[src/rtl/axi4_lite_pkg.sv]
// Shared AXI4-Lite definitions: response codes, master FSM encoding and
// the write-strobe width helper.
package axi4_lite_pkg;

    localparam logic [1:0] RESP_OKAY   = 2'b00;
    localparam logic [1:0] RESP_EXOKAY = 2'b01;
    localparam logic [1:0] RESP_SLVERR = 2'b10;
    localparam logic [1:0] RESP_DECERR = 2'b11;

    typedef enum logic [2:0] {
        ST_IDLE         = 3'd0,
        ST_WR_ADDR_DATA = 3'd1,
        ST_WR_RESP      = 3'd2,
        ST_RD_ADDR      = 3'd3,
        ST_RD_DATA      = 3'd4,
        ST_RSP_HOLD     = 3'd5
    } state_t;

    // One strobe bit per data byte, never fewer than one bit.
    function automatic int strobe_width(input int data_width);
        return (data_width / 8 < 1) ? 1 : data_width / 8;
    endfunction

endpackage

[src/rtl/basic_axi4_lite_master_if.sv]
// Bundle of the command port, response port and the five AXI4-Lite channels
// seen by basic_axi4_lite_master. Signal names are from the master's view.
// Every channel uses valid/ready: a beat transfers on a rising edge where
// VALID and READY are both high; VALID and its payload stay stable until then.
interface basic_axi4_lite_master_if #(
    parameter int p_ADDRESS_WIDTH = 2,
    parameter int p_DATA_WIDTH    = 8
);
    localparam int lp_STROBE_WIDTH = axi4_lite_pkg::strobe_width(p_DATA_WIDTH);

    // Command port
    logic                       i_CMD_VALID;
    logic                       o_CMD_READY;
    logic                       i_CMD_WRITE;
    logic [p_ADDRESS_WIDTH-1:0] i_CMD_ADDR;
    logic [p_DATA_WIDTH-1:0]    i_CMD_WDATA;
    logic [lp_STROBE_WIDTH-1:0] i_CMD_WSTRB;

    // Response port
    logic                       o_RSP_VALID;
    logic                       i_RSP_READY;
    logic                       o_RSP_WRITE;
    logic [p_DATA_WIDTH-1:0]    o_RSP_RDATA;
    logic [1:0]                 o_RSP_RESP;

    // AXI4-Lite channels
    logic [p_ADDRESS_WIDTH-1:0] o_M_AWADDR;
    logic                       o_M_AWPROT;
    logic                       o_M_AWVALID;
    logic                       i_S_AWREADY;
    logic [p_DATA_WIDTH-1:0]    o_M_WDATA;
    logic [lp_STROBE_WIDTH-1:0] o_M_WSTRB;
    logic                       o_M_WVALID;
    logic                       i_S_WREADY;
    logic [1:0]                 i_S_BRESP;
    logic                       i_S_BVALID;
    logic                       o_M_BREADY;
    logic [p_ADDRESS_WIDTH-1:0] o_M_ARADDR;
    logic                       o_M_ARPROT;
    logic                       o_M_ARVALID;
    logic                       i_S_ARREADY;
    logic [p_DATA_WIDTH-1:0]    i_S_RDATA;
    logic [1:0]                 i_S_RRESP;
    logic                       i_S_RVALID;
    logic                       o_M_RREADY;

    modport master (
        input  i_CMD_VALID, i_CMD_WRITE, i_CMD_ADDR, i_CMD_WDATA, i_CMD_WSTRB,
        output o_CMD_READY,
        output o_RSP_VALID, o_RSP_WRITE, o_RSP_RDATA, o_RSP_RESP,
        input  i_RSP_READY,
        output o_M_AWADDR, o_M_AWPROT, o_M_AWVALID,
        input  i_S_AWREADY,
        output o_M_WDATA, o_M_WSTRB, o_M_WVALID,
        input  i_S_WREADY,
        input  i_S_BRESP, i_S_BVALID,
        output o_M_BREADY,
        output o_M_ARADDR, o_M_ARPROT, o_M_ARVALID,
        input  i_S_ARREADY,
        input  i_S_RDATA, i_S_RRESP, i_S_RVALID,
        output o_M_RREADY
    );

    modport slave (
        output i_CMD_VALID, i_CMD_WRITE, i_CMD_ADDR, i_CMD_WDATA, i_CMD_WSTRB,
        input  o_CMD_READY,
        input  o_RSP_VALID, o_RSP_WRITE, o_RSP_RDATA, o_RSP_RESP,
        output i_RSP_READY,
        input  o_M_AWADDR, o_M_AWPROT, o_M_AWVALID,
        output i_S_AWREADY,
        input  o_M_WDATA, o_M_WSTRB, o_M_WVALID,
        output i_S_WREADY,
        output i_S_BRESP, i_S_BVALID,
        input  o_M_BREADY,
        input  o_M_ARADDR, o_M_ARPROT, o_M_ARVALID,
        output i_S_ARREADY,
        output i_S_RDATA, i_S_RRESP, i_S_RVALID,
        input  o_M_RREADY
    );

endinterface

[src/rtl/basic_axi4_lite_master.sv]
// Single-outstanding AXI4-Lite master. Takes one read or write command,
// runs the matching bus transaction and holds the result on the response
// port until it is consumed. All outputs come straight from registers.
module basic_axi4_lite_master
    import axi4_lite_pkg::*;
#(
    parameter int p_ADDRESS_WIDTH = 2,
    parameter int p_DATA_WIDTH    = 8
) (
    input  logic                     i_ACLK,
    input  logic                     i_ARESET,
    basic_axi4_lite_master_if.master bus,
    output state_t                   o_DBG_STATE
);
    localparam int lp_STROBE_WIDTH = strobe_width(p_DATA_WIDTH);

    state_t                     state_q;
    logic                       cmd_ready_q;
    logic [p_ADDRESS_WIDTH-1:0] addr_q;
    logic [p_DATA_WIDTH-1:0]    wdata_q;
    logic [lp_STROBE_WIDTH-1:0] wstrb_q;
    logic                       awvalid_q;
    logic                       wvalid_q;
    logic                       aw_done_q;
    logic                       w_done_q;
    logic                       bready_q;
    logic                       arvalid_q;
    logic                       rready_q;
    logic                       rsp_valid_q;
    logic                       rsp_write_q;
    logic [p_DATA_WIDTH-1:0]    rsp_rdata_q;
    logic [1:0]                 rsp_resp_q;

    logic aw_fire;
    logic w_fire;
    logic aw_done_d;
    logic w_done_d;

    // AW and W complete independently; a channel counts as done once it has
    // handshaken in an earlier cycle or is handshaking in this one.
    always_comb begin
        aw_fire   = awvalid_q && bus.i_S_AWREADY;
        w_fire    = wvalid_q && bus.i_S_WREADY;
        aw_done_d = aw_done_q || aw_fire;
        w_done_d  = w_done_q || w_fire;
    end

    // Transaction sequencer: state plus every registered output.
    always_ff @(posedge i_ACLK) begin
        if (i_ARESET) begin
            state_q     <= ST_IDLE;
            cmd_ready_q <= 1'b0;
            addr_q      <= '0;
            wdata_q     <= '0;
            wstrb_q     <= '0;
            awvalid_q   <= 1'b0;
            wvalid_q    <= 1'b0;
            aw_done_q   <= 1'b0;
            w_done_q    <= 1'b0;
            bready_q    <= 1'b0;
            arvalid_q   <= 1'b0;
            rready_q    <= 1'b0;
            rsp_valid_q <= 1'b0;
            rsp_write_q <= 1'b0;
            rsp_rdata_q <= '0;
            rsp_resp_q  <= RESP_OKAY;
        end else begin
            case (state_q)
                ST_IDLE: begin
                    cmd_ready_q <= 1'b1;
                    if (bus.i_CMD_VALID && cmd_ready_q) begin
                        cmd_ready_q <= 1'b0;
                        addr_q      <= bus.i_CMD_ADDR;
                        wdata_q     <= bus.i_CMD_WDATA;
                        wstrb_q     <= bus.i_CMD_WSTRB;
                        if (bus.i_CMD_WRITE) begin
                            awvalid_q <= 1'b1;
                            wvalid_q  <= 1'b1;
                            aw_done_q <= 1'b0;
                            w_done_q  <= 1'b0;
                            state_q   <= ST_WR_ADDR_DATA;
                        end else begin
                            arvalid_q <= 1'b1;
                            state_q   <= ST_RD_ADDR;
                        end
                    end
                end
                ST_WR_ADDR_DATA: begin
                    if (aw_fire) awvalid_q <= 1'b0;
                    if (w_fire)  wvalid_q  <= 1'b0;
                    aw_done_q <= aw_done_d;
                    w_done_q  <= w_done_d;
                    if (aw_done_d && w_done_d) begin
                        bready_q <= 1'b1;
                        state_q  <= ST_WR_RESP;
                    end
                end
                ST_WR_RESP: begin
                    if (bus.i_S_BVALID && bready_q) begin
                        bready_q    <= 1'b0;
                        rsp_valid_q <= 1'b1;
                        rsp_write_q <= 1'b1;
                        rsp_rdata_q <= '0;
                        rsp_resp_q  <= bus.i_S_BRESP;
                        state_q     <= ST_RSP_HOLD;
                    end
                end
                ST_RD_ADDR: begin
                    if (bus.i_S_ARREADY) begin
                        arvalid_q <= 1'b0;
                        rready_q  <= 1'b1;
                        state_q   <= ST_RD_DATA;
                    end
                end
                ST_RD_DATA: begin
                    if (bus.i_S_RVALID && rready_q) begin
                        rready_q    <= 1'b0;
                        rsp_valid_q <= 1'b1;
                        rsp_write_q <= 1'b0;
                        rsp_rdata_q <= bus.i_S_RDATA;
                        rsp_resp_q  <= bus.i_S_RRESP;
                        state_q     <= ST_RSP_HOLD;
                    end
                end
                ST_RSP_HOLD: begin
                    if (bus.i_RSP_READY) begin
                        rsp_valid_q <= 1'b0;
                        cmd_ready_q <= 1'b1;
                        state_q     <= ST_IDLE;
                    end
                end
                default: begin
                    state_q <= ST_IDLE;
                end
            endcase
        end
    end

    assign bus.o_CMD_READY = cmd_ready_q;
    assign bus.o_RSP_VALID = rsp_valid_q;
    assign bus.o_RSP_WRITE = rsp_write_q;
    assign bus.o_RSP_RDATA = rsp_rdata_q;
    assign bus.o_RSP_RESP  = rsp_resp_q;
    assign bus.o_M_AWADDR  = addr_q;
    assign bus.o_M_AWPROT  = 1'b0;
    assign bus.o_M_AWVALID = awvalid_q;
    assign bus.o_M_WDATA   = wdata_q;
    assign bus.o_M_WSTRB   = wstrb_q;
    assign bus.o_M_WVALID  = wvalid_q;
    assign bus.o_M_BREADY  = bready_q;
    assign bus.o_M_ARADDR  = addr_q;
    assign bus.o_M_ARPROT  = 1'b0;
    assign bus.o_M_ARVALID = arvalid_q;
    assign bus.o_M_RREADY  = rready_q;
    assign o_DBG_STATE     = state_q;

endmodule

[src/flat_wrapper.sv]
// flat-port wrapper written by rule: the top's interface ports become plain ports
module basic_axi4_lite_master_flat import axi4_lite_pkg::*;
#(
    parameter int p_ADDRESS_WIDTH = 2,
    parameter int p_DATA_WIDTH    = 8
)
  (i_ACLK, i_ARESET, o_DBG_STATE, bus_i_CMD_VALID, bus_i_CMD_WRITE, bus_i_CMD_ADDR, bus_i_CMD_WDATA, bus_i_CMD_WSTRB, bus_o_CMD_READY, bus_o_RSP_VALID, bus_o_RSP_WRITE, bus_o_RSP_RDATA, bus_o_RSP_RESP, bus_i_RSP_READY, bus_o_M_AWADDR, bus_o_M_AWPROT, bus_o_M_AWVALID, bus_i_S_AWREADY, bus_o_M_WDATA, bus_o_M_WSTRB, bus_o_M_WVALID, bus_i_S_WREADY, bus_i_S_BRESP, bus_i_S_BVALID, bus_o_M_BREADY, bus_o_M_ARADDR, bus_o_M_ARPROT, bus_o_M_ARVALID, bus_i_S_ARREADY, bus_i_S_RDATA, bus_i_S_RRESP, bus_i_S_RVALID, bus_o_M_RREADY);
  basic_axi4_lite_master_if #(.p_ADDRESS_WIDTH(p_ADDRESS_WIDTH), .p_DATA_WIDTH(p_DATA_WIDTH)) bus_i ();
  input  logic i_ACLK;
  input  logic i_ARESET;
  output state_t o_DBG_STATE;
  input wire logic [$bits(bus_i.i_CMD_VALID)-1:0] bus_i_CMD_VALID;
  input wire logic [$bits(bus_i.i_CMD_WRITE)-1:0] bus_i_CMD_WRITE;
  input wire logic [$bits(bus_i.i_CMD_ADDR)-1:0] bus_i_CMD_ADDR;
  input wire logic [$bits(bus_i.i_CMD_WDATA)-1:0] bus_i_CMD_WDATA;
  input wire logic [$bits(bus_i.i_CMD_WSTRB)-1:0] bus_i_CMD_WSTRB;
  output wire logic [$bits(bus_i.o_CMD_READY)-1:0] bus_o_CMD_READY;
  output wire logic [$bits(bus_i.o_RSP_VALID)-1:0] bus_o_RSP_VALID;
  output wire logic [$bits(bus_i.o_RSP_WRITE)-1:0] bus_o_RSP_WRITE;
  output wire logic [$bits(bus_i.o_RSP_RDATA)-1:0] bus_o_RSP_RDATA;
  output wire logic [$bits(bus_i.o_RSP_RESP)-1:0] bus_o_RSP_RESP;
  input wire logic [$bits(bus_i.i_RSP_READY)-1:0] bus_i_RSP_READY;
  output wire logic [$bits(bus_i.o_M_AWADDR)-1:0] bus_o_M_AWADDR;
  output wire logic [$bits(bus_i.o_M_AWPROT)-1:0] bus_o_M_AWPROT;
  output wire logic [$bits(bus_i.o_M_AWVALID)-1:0] bus_o_M_AWVALID;
  input wire logic [$bits(bus_i.i_S_AWREADY)-1:0] bus_i_S_AWREADY;
  output wire logic [$bits(bus_i.o_M_WDATA)-1:0] bus_o_M_WDATA;
  output wire logic [$bits(bus_i.o_M_WSTRB)-1:0] bus_o_M_WSTRB;
  output wire logic [$bits(bus_i.o_M_WVALID)-1:0] bus_o_M_WVALID;
  input wire logic [$bits(bus_i.i_S_WREADY)-1:0] bus_i_S_WREADY;
  input wire logic [$bits(bus_i.i_S_BRESP)-1:0] bus_i_S_BRESP;
  input wire logic [$bits(bus_i.i_S_BVALID)-1:0] bus_i_S_BVALID;
  output wire logic [$bits(bus_i.o_M_BREADY)-1:0] bus_o_M_BREADY;
  output wire logic [$bits(bus_i.o_M_ARADDR)-1:0] bus_o_M_ARADDR;
  output wire logic [$bits(bus_i.o_M_ARPROT)-1:0] bus_o_M_ARPROT;
  output wire logic [$bits(bus_i.o_M_ARVALID)-1:0] bus_o_M_ARVALID;
  input wire logic [$bits(bus_i.i_S_ARREADY)-1:0] bus_i_S_ARREADY;
  input wire logic [$bits(bus_i.i_S_RDATA)-1:0] bus_i_S_RDATA;
  input wire logic [$bits(bus_i.i_S_RRESP)-1:0] bus_i_S_RRESP;
  input wire logic [$bits(bus_i.i_S_RVALID)-1:0] bus_i_S_RVALID;
  output wire logic [$bits(bus_i.o_M_RREADY)-1:0] bus_o_M_RREADY;
  assign bus_i.i_CMD_VALID = bus_i_CMD_VALID;
  assign bus_i.i_CMD_WRITE = bus_i_CMD_WRITE;
  assign bus_i.i_CMD_ADDR = bus_i_CMD_ADDR;
  assign bus_i.i_CMD_WDATA = bus_i_CMD_WDATA;
  assign bus_i.i_CMD_WSTRB = bus_i_CMD_WSTRB;
  assign bus_o_CMD_READY = bus_i.o_CMD_READY;
  assign bus_o_RSP_VALID = bus_i.o_RSP_VALID;
  assign bus_o_RSP_WRITE = bus_i.o_RSP_WRITE;
  assign bus_o_RSP_RDATA = bus_i.o_RSP_RDATA;
  assign bus_o_RSP_RESP = bus_i.o_RSP_RESP;
  assign bus_i.i_RSP_READY = bus_i_RSP_READY;
  assign bus_o_M_AWADDR = bus_i.o_M_AWADDR;
  assign bus_o_M_AWPROT = bus_i.o_M_AWPROT;
  assign bus_o_M_AWVALID = bus_i.o_M_AWVALID;
  assign bus_i.i_S_AWREADY = bus_i_S_AWREADY;
  assign bus_o_M_WDATA = bus_i.o_M_WDATA;
  assign bus_o_M_WSTRB = bus_i.o_M_WSTRB;
  assign bus_o_M_WVALID = bus_i.o_M_WVALID;
  assign bus_i.i_S_WREADY = bus_i_S_WREADY;
  assign bus_i.i_S_BRESP = bus_i_S_BRESP;
  assign bus_i.i_S_BVALID = bus_i_S_BVALID;
  assign bus_o_M_BREADY = bus_i.o_M_BREADY;
  assign bus_o_M_ARADDR = bus_i.o_M_ARADDR;
  assign bus_o_M_ARPROT = bus_i.o_M_ARPROT;
  assign bus_o_M_ARVALID = bus_i.o_M_ARVALID;
  assign bus_i.i_S_ARREADY = bus_i_S_ARREADY;
  assign bus_i.i_S_RDATA = bus_i_S_RDATA;
  assign bus_i.i_S_RRESP = bus_i_S_RRESP;
  assign bus_i.i_S_RVALID = bus_i_S_RVALID;
  assign bus_o_M_RREADY = bus_i.o_M_RREADY;
  basic_axi4_lite_master #(.p_ADDRESS_WIDTH(p_ADDRESS_WIDTH), .p_DATA_WIDTH(p_DATA_WIDTH)) u_core (.i_ACLK(i_ACLK), .i_ARESET(i_ARESET), .bus(bus_i), .o_DBG_STATE(o_DBG_STATE));
endmodule
[config.mk]
export PLATFORM = sky130hd
export DESIGN_NAME = basic_axi4_lite_master_flat
export DESIGN_NICKNAME = d
export VERILOG_FILES = /design/src/rtl/axi4_lite_pkg.sv /design/src/rtl/basic_axi4_lite_master_if.sv /design/src/rtl/basic_axi4_lite_master.sv /design/src/flat_wrapper.sv
export SDC_FILE = /design/constraint.sdc
export NUM_CORES = 1
export LEC_CHECK = 0
export BUFFER_PORTS_ARGS = -buffer_cell sky130_fd_sc_hd__buf_2
export CAP_MARGIN = 20
export CORE_MARGIN = 4
export CORE_UTILIZATION = 35
export CTS_BUF_LIST = sky130_fd_sc_hd__clkbuf_8
export DETAILED_ROUTE_END_ITERATION = 7
export GPL_ROUTABILITY_DRIVEN = 0
export GPL_TIMING_DRIVEN = 0
export PLACE_DENSITY_LB_ADDON = 0.12
export SETUP_SLACK_MARGIN = 0.3
export SYNTH_ARGS = -nofsm -noshare
export SYNTH_HDL_FRONTEND = slang
export SYNTH_SLANG_ARGS = --single-unit
[constraint.sdc]
create_clock -name i_ACLK -period 1.7 [get_ports i_ACLK]
set_input_delay 0.085 -clock i_ACLK [delete_from_list [all_inputs] [get_ports i_ACLK]]
set_output_delay 0.085 -clock i_ACLK [all_outputs]
set_load 0.05 [all_outputs]
# Word level (Yosys, flattened, before mapping)
# Index checks and enable logic that the tools add are counted.
word_totals:
  elab_cells: 100
  out_inout_bits: 36
  input_bits: 33
  ff_bits: 34
op_classes:
  n_reduce_logical: 27
  muxes: 42
  n_eq_ne: 15
ops:
  columns: ["op", "count"]
  rows:
  - ["1-bit two-way mux", 18]
  - ["3-bit two-way mux", 6]
  - ["1-bit one-hot mux with 2 select lines", 9]
  - ["3-bit one-hot mux with 6 select lines", 1]
  - ["8-bit two-way mux", 2]
  - ["8-bit one-hot mux with 2 select lines", 1]
  - ["4-bit AND reduction", 4]
  - ["2-bit by 1-bit inequality test with 1-bit output, second input constant", 6]
  - ["3-bit AND reduction", 4]
  - ["2-bit nonzero test", 6]
  - ["2-bit inequality test, second input constant", 4]
  - ["3-bit by 2-bit equality test with 1-bit output, second input constant", 2]
  - ["3-bit equality test, second input constant", 2]
  - ["1-bit logical AND", 6]
  - ["2-bit two-way mux", 3]
  - ["6-bit AND reduction", 1]
  - ["2-bit one-hot mux with 2 select lines", 1]
  - ["2-bit AND reduction", 2]
  - ["3-bit by 1-bit equality test with 1-bit output, second input constant", 1]
  - ["3-bit logical NOT", 1]
  - ["1-bit one-hot mux with 3 select lines", 1]
  - ["3-bit nonzero test", 1]
  - ["1-bit logical OR", 2]

# Logic depth before layout (Yosys ltp)
# Gate-level depths: netlist (run 1).
logic_depth:
  ltp_word: 5
  depth_mapped: 5
  mapped_depth_nobuf: 4

# Worst setup path before layout (run 1)
# OpenSTA, ideal clock, no wires.
synth_timing:
  path_kind: "register to register"
  start: "register u_core.state_q[2], in the netlist u_core.o_DBG_STATE[2]"
  end: "register u_core.rsp_rdata_q[3], in the netlist u_core.bus.o_RSP_RDATA[3]"
  synth_period_minus_slack_ps: 1770
  required_time_ps: 1567
  setup_time_ps: 133
  stages_incl_launch_ff: 6
  setup_slack_ps: -70
  n_path_buf: 1
  arrival_time_ps: 1637
  cell_sequence: "dfxtp_1 buf_6 nand4b_4 mux2_2 o21ai_1 a21oi_1"
synth_via:
  elab_chain_cells: 3
  word_cells_on_any_way: 7
  classes_between: "eq/ne: 4; mux: 1; reduce/logical: 2"
synth_rtl:
  columns: ["item", "line", "rtl"]
  rows:
  - ["from (decl)", "basic_axi4_lite_master.sv:17", "state_t state_q;"]
  - ["from (signal assigned)", "basic_axi4_lite_master.sv:51", "state_q <= ST_IDLE;"]
  - ["from (signal assigned)", "basic_axi4_lite_master.sv:81", "state_q <= ST_WR_ADDR_DATA;"]
  - ["from (signal assigned)", "basic_axi4_lite_master.sv:84", "state_q <= ST_RD_ADDR;"]
  - ["3-bit equality test / 3-bit by 2-bit equality test with 1-bit output (equally long branches)", "basic_axi4_lite_master.sv:68", "case (state_q)"]
  - ["2-bit by 1-bit inequality test with 1-bit output (no source line) / 2-bit nonzero test (equally long branches)", null, null]
  - ["3-bit AND reduction (no source line)", null, null]
  - ["to (signal assigned)", "basic_axi4_lite_master.sv:120", "rsp_rdata_q <= bus.i_S_RDATA;"]
  - ["to (decl)", "basic_axi4_lite_master.sv:31", "logic [p_DATA_WIDTH-1:0] rsp_rdata_q;"]
# Parallel ways exist; a longest one is shown, timed or not.
# A chain may end at the register's enable or synchronous reset.

# Worst setup path after layout (run 1)
layout_timing:
  start: "register u_core.state_q[0], in the netlist u_core.o_DBG_STATE[0]"
  end: "register u_core.wdata_q[1], in the netlist u_core.bus.o_M_WDATA[1]"
layout_via:
  elab_chain_cells: 2
layout_rtl:
  columns: ["item", "line", "rtl"]
  rows:
  - ["3-bit logical NOT", "basic_axi4_lite_master.sv:68", null]
  - ["2-bit AND reduction (no source line)", null, null]
  - ["to (signal assigned)", "basic_axi4_lite_master.sv:74", "wdata_q <= bus.i_CMD_WDATA;"]
  - ["to (decl)", "basic_axi4_lite_master.sv:20", "logic [p_DATA_WIDTH-1:0] wdata_q;"]
# Every way passes these cells.

==> results of run 1 <==
## final cells by class
cell class              instances  area, µm²  share of cell area [%]
multi-input cells             126        862                    35.7
clock inverters                 1       30.0                    1.24
flip-flops and latches         34        701                    29.0
plain buffers                  15        125                    5.18
well taps                      50       62.6                    2.59
inverters                       2       7.51                   0.311
repair buffers                 88        544                    22.5
clock buffers                   6       82.6                    3.42
## registers in the layout (all words and copies together), names as in the netlist, 2 cells and up
| name | flops |
|---|---|
| u_core.bus.o_M_ARADDR | 2 |
| u_core.bus.o_RSP_RDATA | 8 |
| u_core.bus.o_RSP_RESP | 2 |
| u_core.o_DBG_STATE | 3 |
| u_core.bus.o_M_WDATA | 8 |
## how the worst min path moves through the flow
stage               slack [ns]               from  cells after the start                        end
floorplan                 0.18    bus_i_CMD_WRITE                      1           u_core.aw_done_q
global route              0.03   bus_i_S_RDATA[3]                      3  u_core.bus.o_RSP_RDATA[3]
finish                    0.04  bus_i_CMD_ADDR[0]                      3   u_core.bus.o_M_ARADDR[0]
detailed placement        0.33   bus_i_S_RDATA[3]                      3  u_core.bus.o_RSP_RDATA[3]
global placement          0.33   bus_i_S_RDATA[3]                      3  u_core.bus.o_RSP_RDATA[3]
CTS                       0.04   bus_i_S_RDATA[3]                      3  u_core.bus.o_RSP_RDATA[3]
## synthesized netlist by cell type, types with 2 or more instances
cell and n:
a211oi_1 2, a21oi_1 31, a311oi_1 4, a31oi_1 4, a41o_1 2, buf_2 3, buf_4 6, clkbuf_1 4
dfxtp_1 34, mux2i_1 2, nand2_1 39, nand2b_1 2, nand3b_1 2, nor2_1 2, nor2b_1 2, nor3_1 4
o21ai_1 9
## through the flow
step	cell area, µm²	utilization (%)
5_1_grt	2410	58.7
3_5_place_dp	1970	47.8
6_report	2410	58.7
2_1_floorplan	1580	-
3_3_place_gp	1970	47.8
4_1_cts	2210	53.8
## layer usage
metal / global-route usage [%] / up-vias / share of wire (%)
met5: 0 / - / 0
met2: 26.2 / 56 / 47
met1: 21.9 / 762 / 44
met4: 4.15 / 0 / 1.1
met3: 5.41 / 6 / 8.0
li1: - / 814 / -
## worst max-delay path, delay by kind of cell, from the launching register on
kind	cells	cell delay [ns]
buf+inv	2	0.30
flops	1	0.36
compound gates	1	0.04
simple gates	2	0.61
## what timing repair did
| action | in CTS | in global routing |
|---|---|---|
| buffers inserted | 7 | 14 |
| resized for setup | 20 | 14 |
| endpoints found under the setup margin | 22 | 26 |
| pin swaps | 33 | 7 |
| gates cloned | 1 | 1 |
## power by group through the flow
stage / logic [µW] / clock network (µW) / registers, µW
2_1_floorplan: 701 / 0 / 1360
3_3_place_gp: 1320 / 0 / 1030
3_5_place_dp: 1310 / 0 / 1030
4_1_cts: 1520 / 775 / 1020
5_1_grt: 1940 / 812 / 1050
6_report: 1830 / 765 / 1030
## kinds of logic after synthesis
kind of cell | Yosys count | synth area share [%]
AO/OA/AOI/OAI | 61 | 24.2
multiplexers | 4 | 3.50
AND/OR/NAND/NOR | 59 | 21.4
other | 1 | 0.244
buffers and inverters | 17 | 6.35
flip-flops | 34 | 44.3
==> impl_metrics.py, run 1 <==
metrics = {
    "synthesis": {
        "yosysTopAreaCell": "dfxtp_1",
        "synthesis.area_mm2": 0.00154,
        "synth-main-ff-cell": "dfxtp_1",
        "ys_types": 41,
        "synth_edf_count": 0,
        "ys_seq_elements": 34,
        "seq_area_frac_synth_pct": 44.3,
        "synth_cells": 176,
        "yosysWarnings": 0,
        "ys_async_sr_fraction_pct": 0,
        "synth_top_area_share_pct": 44.3,
        "synth.area.top_cells": "dfxtp_1 44%, a21oi_1 10%, nand2_1 9.5%",
        "syn_area_per_cell_um2": 8.73,
    },
    "critical_path": {
        "crit_chain": "buf_8, or4_4, buf_6, nand2_2, a21oi_2",
        "crit_path_start": "u_core.o_DBG_STATE[0]",
        "worst_ep_arrival_time_ns": 1.60,
        "worst-r2r-setup-slack_ns": 0.25,
        "rr_worst_depth": 5,
        "crit_fanout": 5,
        "crit_end": "u_core.bus.o_M_WDATA[1]",
        "cpPeakStageDelay_ns": 0.55,
        "critPathLaunchType": "register",
        "worstReg2RegEnd": "u_core.bus.o_M_WDATA[1]",
        "required_ns": 1.85,
        "cp-end-kind": "register",
        "r2r-start": "u_core.o_DBG_STATE[0]",
        "cpMaxStageDelayCell": "or4_4",
        "criticalPathCategory": "reg -> reg",
    },
    "clock_network": {
        "clockBufferDepth": 2,
        "cts_root_buf": "clkbuf_8",
        "clk_pin_slew_ns": 0.07,
        "ctsHoldBuffers": 0,
        "htreeDepth": 2,
        "numCtsBuffers": 5,
        "worstSkewPairLatency_ns": 0.29,
        "cts.sinks": 34,
        "cts_tree": "done",
    },
    "detailed_routing": {
        "drc_errors": 0,
        "wl_per_cell_um": 14.6,
        "dr.pass1.iters": 4,
        "wl_mm": 4.69,
        "via_per_inst": 5.09,
        "drt_iter0_drc": 65,
        "num_vias": 1638,
        "drtAntennaViolNets": 0,
    },
    "timing": {
        "fin_crit_sh_pct": 85.2,
        "whs_ns": 0.0396,
        "tightestPinTransition_ns": 0.604,
        "slew_headroom_pct": 59.7,
        "fin_skew_ns": 0.00898,
        "setup_ws_ns": 0.251,
        "setup_viol": 0,
        "slew_viol_final": 0,
        "finalHoldViolations": 0,
        "fin_tns_setup_ns": 0,
        "finalCriticalPeriod_ns": 1.45,
        "rsz0062_at_grt": "true",
        "fmax_mhz": 690,
    },
    "die": {
        "num_io_pins": 69,
        "die_area_mm2": 0.00551,
        "core-area_mm2": 0.00412,
        "rows": 23,
        "initial_core_util_pct": 37.3,
        "dieWidth_um": 74.3,
        "fp.dieH_um": 74.3,
    },
    "power_and_ir_drop": {
        "ir_drop_mv": 0.508,
        "switching_power_uw": 1450,
        "pwr-share-seq_pct": 28.5,
        "power_uw": 3630,
        "p_comb_share_pct": 50.4,
        "p_int_uw": 2180,
        "clkPwrFrac_pct": 21.1,
        "leakagePower_uw": 0.00107,
        "switching_share_pct": 39.9,
        "powerDensity_mw_per_mm2": 1500,
    },
    "cells_and_area": {
        "area_delta_synth_final_pct": 57.2,
        "drive_gt1_share_pct": 53.7,
        "nNetsFinal": 305,
        "antenna_cells": 0,
        "final_cell_mix": "65 x buf_2, 29 x nand2_1, 26 x dfxtp_1, 24 x a21oi_1, 24 x buf_4",
        "stdcell_count": 322,
        "nFillCells": 398,
        "layout_commonest_cell": "buf_2",
    },
    "placed_design": {
        "port-buffer-count": 65,
        "place_inst": 292,
        "place_ws_ns": 0.229,
        "dp_hpwl_mm": 3.13,
    },
    "global_route": {
        "grt_pass1_vias": 1474,
        "grt_start_max_net_pins": 11,
        "grt_antenna_before_repair": 0,
        "grt_pass1_wl_mm": 7.04,
        "grt_overflow": 0,
        "grt_usage_pct": 16.5,
    },
    "min_path": {
        "hold_path.class": "in -> reg",
    },
    "outcome": {
        "outcome": "completed",
    },
    "flow_run": {
        "maxCapViolations": 0,
    },
}
No activity file was read; power rests on OpenSTA's default activity.
==> run 2: changes to the inputs <==
CORE_MARGIN = default   (was 4)
==> run 2 against run 1 <==
Fmax shrank 0.25%. Cell count down 1.2%. Sequential power hardly changed. Worst hold slack about the same. Clock power shrank 21%. Register-to-register slack about the same. Sequential share of layout area increased by 0.54 points. Worst setup slack worse by 0.0036 ns. Routed wire length shrank 6.2%. Combinational power decreased by 5%. Clock skew fell by 0.0028 ns. Via count is 1.2% lower. Critical endpoint is now u_core.bus.o_M_WDATA[7]. Largest power group unchanged.
==> impl_metrics.py, run 2 (synthesis gave the netlist of run 1 again) <==
metrics = {
    "cells_and_area": {
        "antenna_cells": 0,
        "layout_commonest_cell": "buf_2",
        "multiInputGateArea_um2": 890,
        "nFillCells": 383,
        "area_delta_synth_final_pct": 54.3,
        "seqCellArea_um2": 701,
        "nNetsFinal": 300,
        "final_cell_mix": "65 x buf_2, 29 x nand2_1, 26 x dfxtp_1, 22 x a21oi_1, 20 x buf_4",
        "drive_gt1_share_pct": 56.0,
    },
    "power_and_ir_drop": {
        "leakagePower_uw": 0.00104,
        "powerDensity_mw_per_mm2": 1420,
        "ir_drop_mv": 0.846,
        "power_uw": 3370,
    },
    "critical_path": {
        "critPathLaunchType": "register",
        "rr_worst_depth": 5,
        "crit_end": "u_core.bus.o_M_WDATA[7]",
        "required_ns": 1.84,
        "crit_path_start": "u_core.o_DBG_STATE[0]",
        "cp-end-kind": "register",
        "worst_ep_arrival_time_ns": 1.59,
        "worstReg2RegEnd": "u_core.bus.o_M_WDATA[7]",
        "worst-r2r-setup-slack_ns": 0.25,
        "criticalPathCategory": "reg -> reg",
        "crit_fanout": 7,
        "r2r-start": "u_core.o_DBG_STATE[0]",
    },
    "timing": {
        "fin_skew_ns": 0.00614,
        "rsz0062_at_grt": "true",
        "fmax_mhz": 688,
        "slew_headroom_pct": 58.5,
        "slew_viol_final": 0,
        "setup_viol": 0,
        "tightestPinTransition_ns": 0.622,
        "fin_tns_setup_ns": 0,
        "finalCriticalPeriod_ns": 1.45,
        "finalHoldViolations": 0,
        "fin_crit_sh_pct": 85.5,
    },
    "clock_network": {
        "cts.sinks": 34,
        "clockBufferDepth": 2,
        "numCtsBuffers": 5,
        "clk_pin_slew_ns": 0.07,
        "htreeDepth": 2,
        "worstSkewPairLatency_ns": 0.28,
        "cts_root_buf": "clkbuf_8",
        "cts_tree": "done",
    },
    "die": {
        "rows": 23,
        "die_area_mm2": 0.00466,
        "num_io_pins": 69,
        "core-area_mm2": 0.00412,
        "dieWidth_um": 68.3,
        "initial_core_util_pct": 37.3,
        "fp.dieH_um": 68.3,
    },
    "global_route": {
        "grt_usage_pct": 19.2,
        "grt_pass1_vias": 1403,
        "grt_overflow": 0,
        "grt_pass1_wl_mm": 6.58,
        "grt_start_max_net_pins": 11,
        "grt_antenna_before_repair": 0,
    },
    "placed_design": {
        "dp_hpwl_mm": 2.90,
        "port-buffer-count": 65,
    },
    "detailed_routing": {
        "via_per_inst": 5.09,
        "wl_mm": 4.40,
        "wl_per_cell_um": 13.8,
        "drt_iter0_drc": 92,
        "drtAntennaViolNets": 0,
        "num_vias": 1618,
        "drc_errors": 0,
        "dr.pass1.iters": 4,
    },
    "min_path": {
        "hold_path.class": "in -> reg",
    },
    "flow_run": {
        "maxCapViolations": 0,
    },
    "outcome": {
        "outcome": "completed",
    },
}
## run 2: cell types whose count changed in the layout (fill, tap and decap cells not counted), moves of 2 or more
| cell | delta |
|---|---|
| a21oi_1 | -2 |
| a311oi_1 | -2 |
| a21oi_2 | +3 |
| a311oi_2 | +2 |
| o21ai_2 | +5 |
| o21ai_1 | -5 |
| buf_4 | -4 |
## run 2: repair_timing
action                     4_1_cts  5_1_grt
pin swaps                       22       10
resized for setup               17       25
cloned                           1        1
buffers inserted                 8        8
setup endpoints to repair       13       26
hold buffers                     0        0
## run 2: worst max-delay path, cell delays in order (launching register included)
cell and delay [ns]:
dfxtp_4 0.36, buf_8 0.13, or4_4 0.55, buf_6 0.16
nand2_2 0.06, a21oi_2 0.05
## run 2: metrics by stage
step | setup slack, ns | cells | area [µm²] | hold slack, ns | utilization, %
global placement | 0.243 | 292 | 1970 | 0.329 | 47.8
floorplan | 0.236 | 177 | 1580 | 0.182 | -
detailed placement | 0.239 | 292 | 1970 | 0.331 | 47.8
CTS | 0.269 | 309 | 2180 | 0.0345 | 52.9
global route | 0.210 | 318 | 2370 | 0.0452 | 57.6
finish | 0.247 | 318 | 2370 | 0.0395 | 57.6
## run 2: how the worst min path moves through the flow
stage / startpoint / slack [ns] / cells past startpoint / end
6_report: bus_i_S_RDATA[4] / 0.04 / 3 / u_core.bus.o_RSP_RDATA[4]
5_1_grt: bus_i_S_RDATA[1] / 0.05 / 3 / u_core.bus.o_RSP_RDATA[1]
4_1_cts: bus_i_S_RDATA[4] / 0.03 / 3 / u_core.bus.o_RSP_RDATA[4]
3_5_place_dp: bus_i_S_RDATA[4] / 0.33 / 3 / u_core.bus.o_RSP_RDATA[4]
3_3_place_gp: bus_i_S_RDATA[3] / 0.33 / 3 / u_core.bus.o_RSP_RDATA[3]
2_1_floorplan: bus_i_CMD_WRITE / 0.18 / 1 / u_core.aw_done_q
## run 2: final cells by class
type	count	area share, %
plain buffers	15	5.28
clock buffers	6	3.48
clock inverters	2	0.369
inverters	2	0.317
multi-input cells	126	37.5
flip-flops and latches	34	29.6
well taps	50	2.64
repair buffers	83	20.8
## run 2: power by group
group	internal (µW)	leakage (µW)	total, µW	switching (µW)
combinational	705	0.000704	1730	1030
clock	321	0.0000524	608	287
sequential	920	0.000280	1030	111
## run 2: layer usage
layer	part of all wire (%)	wire length [µm]	global-route usage (%)	vias up
met3	7.8	343	5.50	4
met1	43	1900	25.8	739
met5	0	0	0	-
met4	0.77	34	6.77	0
met2	48	2120	29.0	61
li1	-	-	-	814
